$ cat config.mk
export PLATFORM = sky130hd
export DESIGN_NAME = dmem_arbiter
export DESIGN_NICKNAME = d
export VERILOG_FILES = /design/src/rtl/dmem_arb_pkg.sv /design/src/rtl/dmem_arb_burst_cnt.sv /design/src/rtl/dmem_arbiter.sv
export SDC_FILE = /design/constraint.sdc
export NUM_CORES = 1
export LEC_CHECK = 0
export ABC_AREA = 1
export CORE_AREA = 2 2 137 139
export CTS_CLUSTER_DIAMETER = 40
export DETAILED_ROUTE_END_ITERATION = 12
export DIE_AREA = 0 0 139 141
export PLACE_DENSITY = 0.47
export SYNTH_ARGS = -nofsm -noshare
export SYNTH_HDL_FRONTEND = slang
export SYNTH_SLANG_ARGS = --single-unit
export TNS_END_PERCENT = 10
$ cat constraint.sdc
create_clock -name clk -period 3.5 [get_ports clk]
set_input_delay 0.7 -clock clk [delete_from_list [all_inputs] [get_ports clk]]
set_output_delay 0.7 -clock clk [all_outputs]
set_load 0.03 [all_outputs]
$ cat src/rtl/dmem_arb_pkg.sv
// Shared types and constants for the data-memory arbiter.
package dmem_arb_pkg;

  localparam int STARVE_LIMIT = 8;

  localparam logic [1:0] ST_IDLE      = 2'd0;
  localparam logic [1:0] ST_CORE      = 2'd1;
  localparam logic [1:0] ST_RAS       = 2'd2;
  localparam logic [1:0] ST_DMA_BURST = 2'd3;

  typedef enum logic [1:0] {
    S_IDLE      = ST_IDLE,
    S_CORE      = ST_CORE,
    S_RAS       = ST_RAS,
    S_DMA_BURST = ST_DMA_BURST
  } state_e;

  typedef enum logic [1:0] {
    OWN_NONE = 2'd0,
    OWN_CORE = 2'd1,
    OWN_RAS  = 2'd2,
    OWN_DMA  = 2'd3
  } owner_e;

  localparam logic [3:0] WEN_FULL = 4'b1111;
  localparam logic [2:0] STR_WORD = 3'b100;

  // RAS and DMA only ever move full words
  function automatic logic [3:0] word_wen(input logic we);
    return we ? WEN_FULL : 4'b0000;
  endfunction

  function automatic logic [2:0] word_str(input logic we);
    return we ? STR_WORD : 3'b000;
  endfunction

endpackage

$ cat src/rtl/dmem_arb_burst_cnt.sv
// Remaining-beat counter for a DMA burst; a load that coincides with a beat counts that beat.
module dmem_arb_burst_cnt #(
  parameter int W = 5
) (
  input  logic         clk,
  input  logic         rst,
  input  logic         i_load,
  input  logic         i_dec,
  input  logic [W-1:0] i_len,
  output logic         o_last,
  output logic         o_zero
);

  logic [W-1:0] r_cnt;

  always_ff @(posedge clk or posedge rst) begin
    if (rst) begin
      r_cnt <= '0;
    end else if (i_load) begin
      r_cnt <= i_dec ? i_len - W'(1) : i_len;
    end else if (i_dec && (r_cnt != '0)) begin
      r_cnt <= r_cnt - W'(1);
    end
  end

  assign o_last = (r_cnt == W'(1));
  assign o_zero = (r_cnt == '0);

endmodule

$ cat src/rtl/dmem_arbiter.sv
// Shares one data-memory port between core, RAS spill/fill and DMA bursts (core > ras > dma).
// Define DMEM_ARB_STARVE_EN to let a starved RAS requester preempt the core once.
//
// state       | meaning
// S_IDLE      | nobody owned the port last cycle; arbitrate
// S_CORE      | core owned the port last cycle; arbitrate
// S_RAS       | RAS owned the port last cycle; arbitrate
// S_DMA_BURST | DMA owns the port until its burst completes, incl. the done cycle
module dmem_arbiter
  import dmem_arb_pkg::*;
#(
  parameter int ADDR_W    = 32,
  parameter int DATA_W    = 32,
  parameter int MAX_BURST = 16
) (
  input  logic                       clk,
  input  logic                       Rst,
  input  logic                       core_req,
  input  logic                       core_we,
  input  logic [3:0]                 core_wen,
  input  logic [2:0]                 core_strctrl,
  input  logic [ADDR_W-1:0]          core_addr,
  input  logic [DATA_W-1:0]          core_din,
  output logic                       core_hold,
  output logic                       core_rvalid,
  input  logic                       ras_req,
  input  logic                       ras_we,
  input  logic [ADDR_W-1:0]          ras_addr,
  input  logic [DATA_W-1:0]          ras_din,
  output logic                       ras_gnt,
  output logic                       ras_rvalid,
  input  logic                       dma_req,
  input  logic                       dma_we,
  input  logic [ADDR_W-1:0]          dma_addr,
  input  logic [DATA_W-1:0]          dma_din,
  input  logic [$clog2(MAX_BURST):0] dma_len,
  output logic                       dma_gnt,
  output logic                       dma_rvalid,
  output logic                       dma_done,
  output logic                       mem_en,
  output logic                       mem_wea,
  output logic [3:0]                 mem_wen,
  output logic [2:0]                 mem_strctrl,
  output logic [ADDR_W-1:0]          mem_addr,
  output logic [DATA_W-1:0]          mem_din,
  input  logic [DATA_W-1:0]          mem_dout,
  output logic [DATA_W-1:0]          rd_dout
);

  localparam int LEN_W = $clog2(MAX_BURST) + 1;

  state_e             r_state;
  state_e             w_state_nxt;
  owner_e             w_owner;
  owner_e             r_tag;
  logic               r_done;
  logic               w_ras_boost;
  logic               w_dma_start;
  logic               w_dma_beat;
  logic               w_final_beat;
  logic               w_cnt_last;
  logic               w_cnt_zero;
  logic [LEN_W-1:0]   w_len_eff;

`ifdef DMEM_ARB_STARVE_EN
  localparam int SW = $clog2(STARVE_LIMIT + 1);
  localparam logic [SW-1:0] LP_STARVE = SW'(STARVE_LIMIT);

  logic [SW-1:0] r_starve;

  always_ff @(posedge clk or posedge Rst) begin
    if (Rst) begin
      r_starve <= '0;
    end else if (!ras_req || ras_gnt) begin
      r_starve <= '0;
    end else if (r_starve != LP_STARVE) begin
      r_starve <= r_starve + SW'(1);
    end
  end

  assign w_ras_boost = ras_req && (r_starve == LP_STARVE);
`else
  assign w_ras_boost = 1'b0;
`endif

  always_comb begin
    w_owner = OWN_NONE;
    if (!Rst) begin
      if (r_state == S_DMA_BURST) begin
        if (!w_cnt_zero && dma_req) w_owner = OWN_DMA;
      end else if (w_ras_boost) begin
        w_owner = OWN_RAS;
      end else if (core_req) begin
        w_owner = OWN_CORE;
      end else if (ras_req) begin
        w_owner = OWN_RAS;
      end else if (dma_req) begin
        w_owner = OWN_DMA;
      end
    end
  end

  assign w_len_eff    = (dma_len == '0) ? LEN_W'(1) : dma_len;
  assign w_dma_beat   = (w_owner == OWN_DMA);
  assign w_dma_start  = w_dma_beat && (r_state != S_DMA_BURST);
  assign w_final_beat = w_dma_beat &&
                        (w_dma_start ? (w_len_eff == LEN_W'(1)) : w_cnt_last);

  dmem_arb_burst_cnt #(.W(LEN_W)) u_burst_cnt (
    .clk    (clk),
    .rst    (Rst),
    .i_load (w_dma_start),
    .i_dec  (w_dma_beat),
    .i_len  (w_len_eff),
    .o_last (w_cnt_last),
    .o_zero (w_cnt_zero)
  );

  always_comb begin
    w_state_nxt = r_state;
    if (r_state == S_DMA_BURST) begin
      if (w_cnt_zero) w_state_nxt = S_IDLE;
    end else begin
      case (w_owner)
        OWN_CORE: w_state_nxt = S_CORE;
        OWN_RAS:  w_state_nxt = S_RAS;
        OWN_DMA:  w_state_nxt = S_DMA_BURST;
        default:  w_state_nxt = S_IDLE;
      endcase
    end
  end

  always_comb begin
    mem_en      = 1'b0;
    mem_wea     = 1'b0;
    mem_wen     = 4'b0000;
    mem_strctrl = 3'b000;
    mem_addr    = '0;
    mem_din     = '0;
    case (w_owner)
      OWN_CORE: begin
        mem_en      = 1'b1;
        mem_wea     = core_we;
        mem_wen     = core_wen;
        mem_strctrl = core_strctrl;
        mem_addr    = core_addr;
        mem_din     = core_din;
      end
      OWN_RAS: begin
        mem_en      = 1'b1;
        mem_wea     = ras_we;
        mem_wen     = word_wen(ras_we);
        mem_strctrl = word_str(ras_we);
        mem_addr    = ras_addr;
        mem_din     = ras_din;
      end
      OWN_DMA: begin
        mem_en      = 1'b1;
        mem_wea     = dma_we;
        mem_wen     = word_wen(dma_we);
        mem_strctrl = word_str(dma_we);
        mem_addr    = dma_addr;
        mem_din     = dma_din;
      end
      default: ;
    endcase
  end

  // r_done fires the cycle after the final beat; reset kills it so aborted bursts never complete
  always_ff @(posedge clk or posedge Rst) begin
    if (Rst) begin
      r_state <= S_IDLE;
      r_tag   <= OWN_NONE;
      r_done  <= 1'b0;
    end else begin
      r_state <= w_state_nxt;
      r_tag   <= (mem_en && !mem_wea) ? w_owner : OWN_NONE;
      r_done  <= w_final_beat;
    end
  end

  assign core_hold   = !Rst && core_req && (w_owner != OWN_CORE);
  assign ras_gnt     = (w_owner == OWN_RAS);
  assign dma_gnt     = w_dma_beat;
  assign dma_done    = r_done;
  assign core_rvalid = (r_tag == OWN_CORE);
  assign ras_rvalid  = (r_tag == OWN_RAS);
  assign dma_rvalid  = (r_tag == OWN_DMA);
  assign rd_dout     = (r_tag != OWN_NONE) ? mem_dout : '0;

endmodule

==> run summary, run 1 <==
Synth Flop Type: dfrtp_1
Post-DR vias/cell: 3.88
CTS Buffer Depth: 2
Unrepaired setup endpoints after global routing: false
Clk_skew: 0.00477 ns
Slew Limit Headroom: 62.8%
GP Congestion: 0.766
Residual DRC: 0
Leak Pwr: 2.80 nW
Post-CTS Setup Repair Bufs: 0
Setup CP Type: input pin to output port
Max incr delay on CP: 0.72 ns
Crit end category: output port
Rows: 50
R2r startpoint: u_burst_cnt.r_cnt[0]
Hold buffer count at cts: 0
Initial Utilization: 12.7%
IO Pins: 356
Instance count of the mapped netlist: 466
Via count: 4057
Yosys cell types: 28
Async SR Flop Fraction: 100%
Sw frac: 46.4%
Die ar.: 19600 µm²
DIE WIDTH: 139 µm
Worst Hold Class: flop to flop
Placed inst area: 5940 µm²
CP startpoint kind: input pin
Antenna cell count: 0
Final instance area: 6030 µm²
Reg2Reg Depth: 13
WL final: 14500 µm
Maximum vdd drop: 0.000166 V
1st-iter DRT viols: 122
Fin Setup TNS: 0 ns
Highest clock rate: 296 MHz
Syn Area/Cell: 4.97 µm²
Global-route wire length before repair: 22100 µm
Number of synthesized flops with an enable pin: 0
Min Tclk post-route: 3.38 ns
Initial antenna violation count: 0
TritonCTS clock tree: yes
Max_cap viols: 0
Register area share after synthesis: 10.8%
Total global routing track utilization: 13.9%
Share of the synthesized area in the top cell type: 36.6%
Fin worst setup slack: 0.123 ns
Part of the power in registers: 10.2%
FF+latch count, synth: 10
Warnings from Yosys: 0
Mapped Area: 2320 µm²
Antenna Nets Post-Route: 0
Critical Path RT: 2.80 ns
CP delay by family, top: buffers and inverters
Worst Hold Depth: 2
Power density over the cells: 292 nW/µm²
Hold Fails Final Rpt: 0
Int Pwr: 0.943 mW
Worst Tran Pin Value: 0.558 ns
Clk slew on worst S/H paths: 0.04 ns
CP cell instances: clkdlybuf4s50_1, inv_1, nand2_1, nand2_2, nand2_1, nor2_4, nor2_1, clkdlybuf4s50_1
WL per Instance: 13.9 µm
# setup viols final: 0
Most common cell after layout, fill and taps aside: clkdlybuf4s50_1
Number of detailed-route iterations in the first pass: 4
Share of layout cells above drive strength 1: 12.2%
Tcrit/Tclk final: 96.5%
Chip height: 141 µm
Number of gates resized after CTS: 0
IO buf count: 355
FF-to-FF setup slack: 1.45 ns
Buf/Inv on CP: 3
Worst reg2reg path endpoint: r_tag[0]
Post-place setup slack: 0.105 ns
Worst EP arrival: 2.68 ns
Post-DP HPWL: 12200 µm
Clock share of power: 13.2%
Status: complete, no violations
P_sw: 0.817 mW
Critical-path maximum fanout: 5
Comb pwr share: 76.7%
Clk sinks: 10
Worst-Skew Late Latency: 0.24 ns
Area Overhead vs Synth: 161%
Net count after synthesis: 715
Congestion Overflow GR: 0
Cts bufs inserted: 3
Top post-synthesis cells by area: nand2_1 37%, nand3_1 16%, dfrtp_1 11%, inv_1 8.3%, nor2_1 7.6%
Core Area: 18300 µm²
Highest-count cells in the layout ignoring fill and taps: 280 x clkdlybuf4s50_1, 226 x nand2_1, 77 x buf_4
Max Transition Viols Final: 0
Layout net count: 1061
Worst hold endpoint: u_burst_cnt.r_cnt[1]
Hold path startpoint: u_burst_cnt.r_cnt[1]
CP max-delay cell: clkdlybuf4s50_1
Vias in the first global route: 4159
Largest net degree at the start of global routing: 41
Root buffer cell: clkbuf_16
Cell taking the most area after synthesis: nand2_1
CTS H-tree depth: 1
-- through the flow --
step                      util (%)  total power, mW  hold WS (ns)  instances
after global routing          33.0             1.88         0.567       1045
after CTS                     33.0             1.78         0.533       1045
after floorplan                  -            0.882         0.472        466
final                         33.0             1.76         0.522       1045
after global placement        32.5             1.55         0.496       1041
after detailed placement      32.5             1.54         0.523       1041
-- power by group through the flow --
stage                     Sequential (mW)  Combinational (mW)  Clock [mW]
after floorplan                     0.173               0.709           0
after global placement              0.180                1.37           0
after detailed placement            0.180                1.36           0
after CTS                           0.180                1.37       0.234
after global routing                0.183                1.46       0.239
final                               0.179                1.35       0.231
-- synthesized netlist by cell type (2+ instances only) --
library cell,n
nor2_1,47
nor3_1,2
nand2_2,3
nand2_1,226
xor2_1,3
nand3_1,72
buf_6,15
o21ai_0,4
dfrtp_1,10
inv_1,51
clkbuf_1,3
a21oi_1,2
xnor2_1,2
o21ai_1,3
nor2_2,2
ha_1,5
buf_2,5
-- worst reg2reg max path, cell delays in order, from the launching register on --
cell	delay, ns
dfrtp_1	0.39
inv_1	0.09
ha_1	0.19
inv_1	0.05
nor2_1	0.03
nand2_1	0.09
nand2_1	0.08
nand2_2	0.11
nand2_1	0.14
nor2_4	0.19
buf_12	0.21
nand2_1	0.07
nand3_1	0.20
nor2_1	0.07
-- routing by layer --
layer,part of all wire (%),vias to the layer above,global-route usage [%]
met5,0,-,0
met4,1.1,0,2.29
met3,8.0,13,2.85
met2,51,231,26.5
met1,40,1701,16.2
li1,-,2112,-
-- sequential cells by signal (all words and copies together), names as in the netlist --
register	cells
u_burst_cnt.r_cnt	5
dma_done	1
r_tag	2
r_state	2
-- layout make-up --
cell class,count,area (µm²)
Clock buffer,4,88.8
Sequential cell,10,250
Inverter,52,195
Timing Repair Buffer,365,3540
Fill cell,2001,12200
Tap cell,234,293
Multi-Input combinational cell,380,1670
-- how the worst max path moves through the flow --
stage | start | to | slack [ns] | depth (start not counted)
finish | Rst | core_hold | 0.12 | 8
global route | Rst | core_hold | 0.02 | 8
CTS | Rst | core_hold | 0.10 | 8
detailed placement | Rst | core_hold | 0.10 | 8
global placement | Rst | core_hold | 0.11 | 8
floorplan | Rst | mem_strctrl[0] | 0.60 | 8
-- cells by family after synthesis --
logic type,after synthesis,synth area share (%)
simple gates,356,63.1
buf+inv,76,17.6
compound gates,14,3.89
flops,10,10.8
xor+xnor,5,1.89
fa+ha+maj,5,2.70
(Power assumes the default switching activity.)
==> inputs of run 2 (changes only) <==
- SKIP_LAST_GASP: not set -> 1
==> results of run 2 <==
No change in the layout: final DEF, timing and power equal those of run 1.
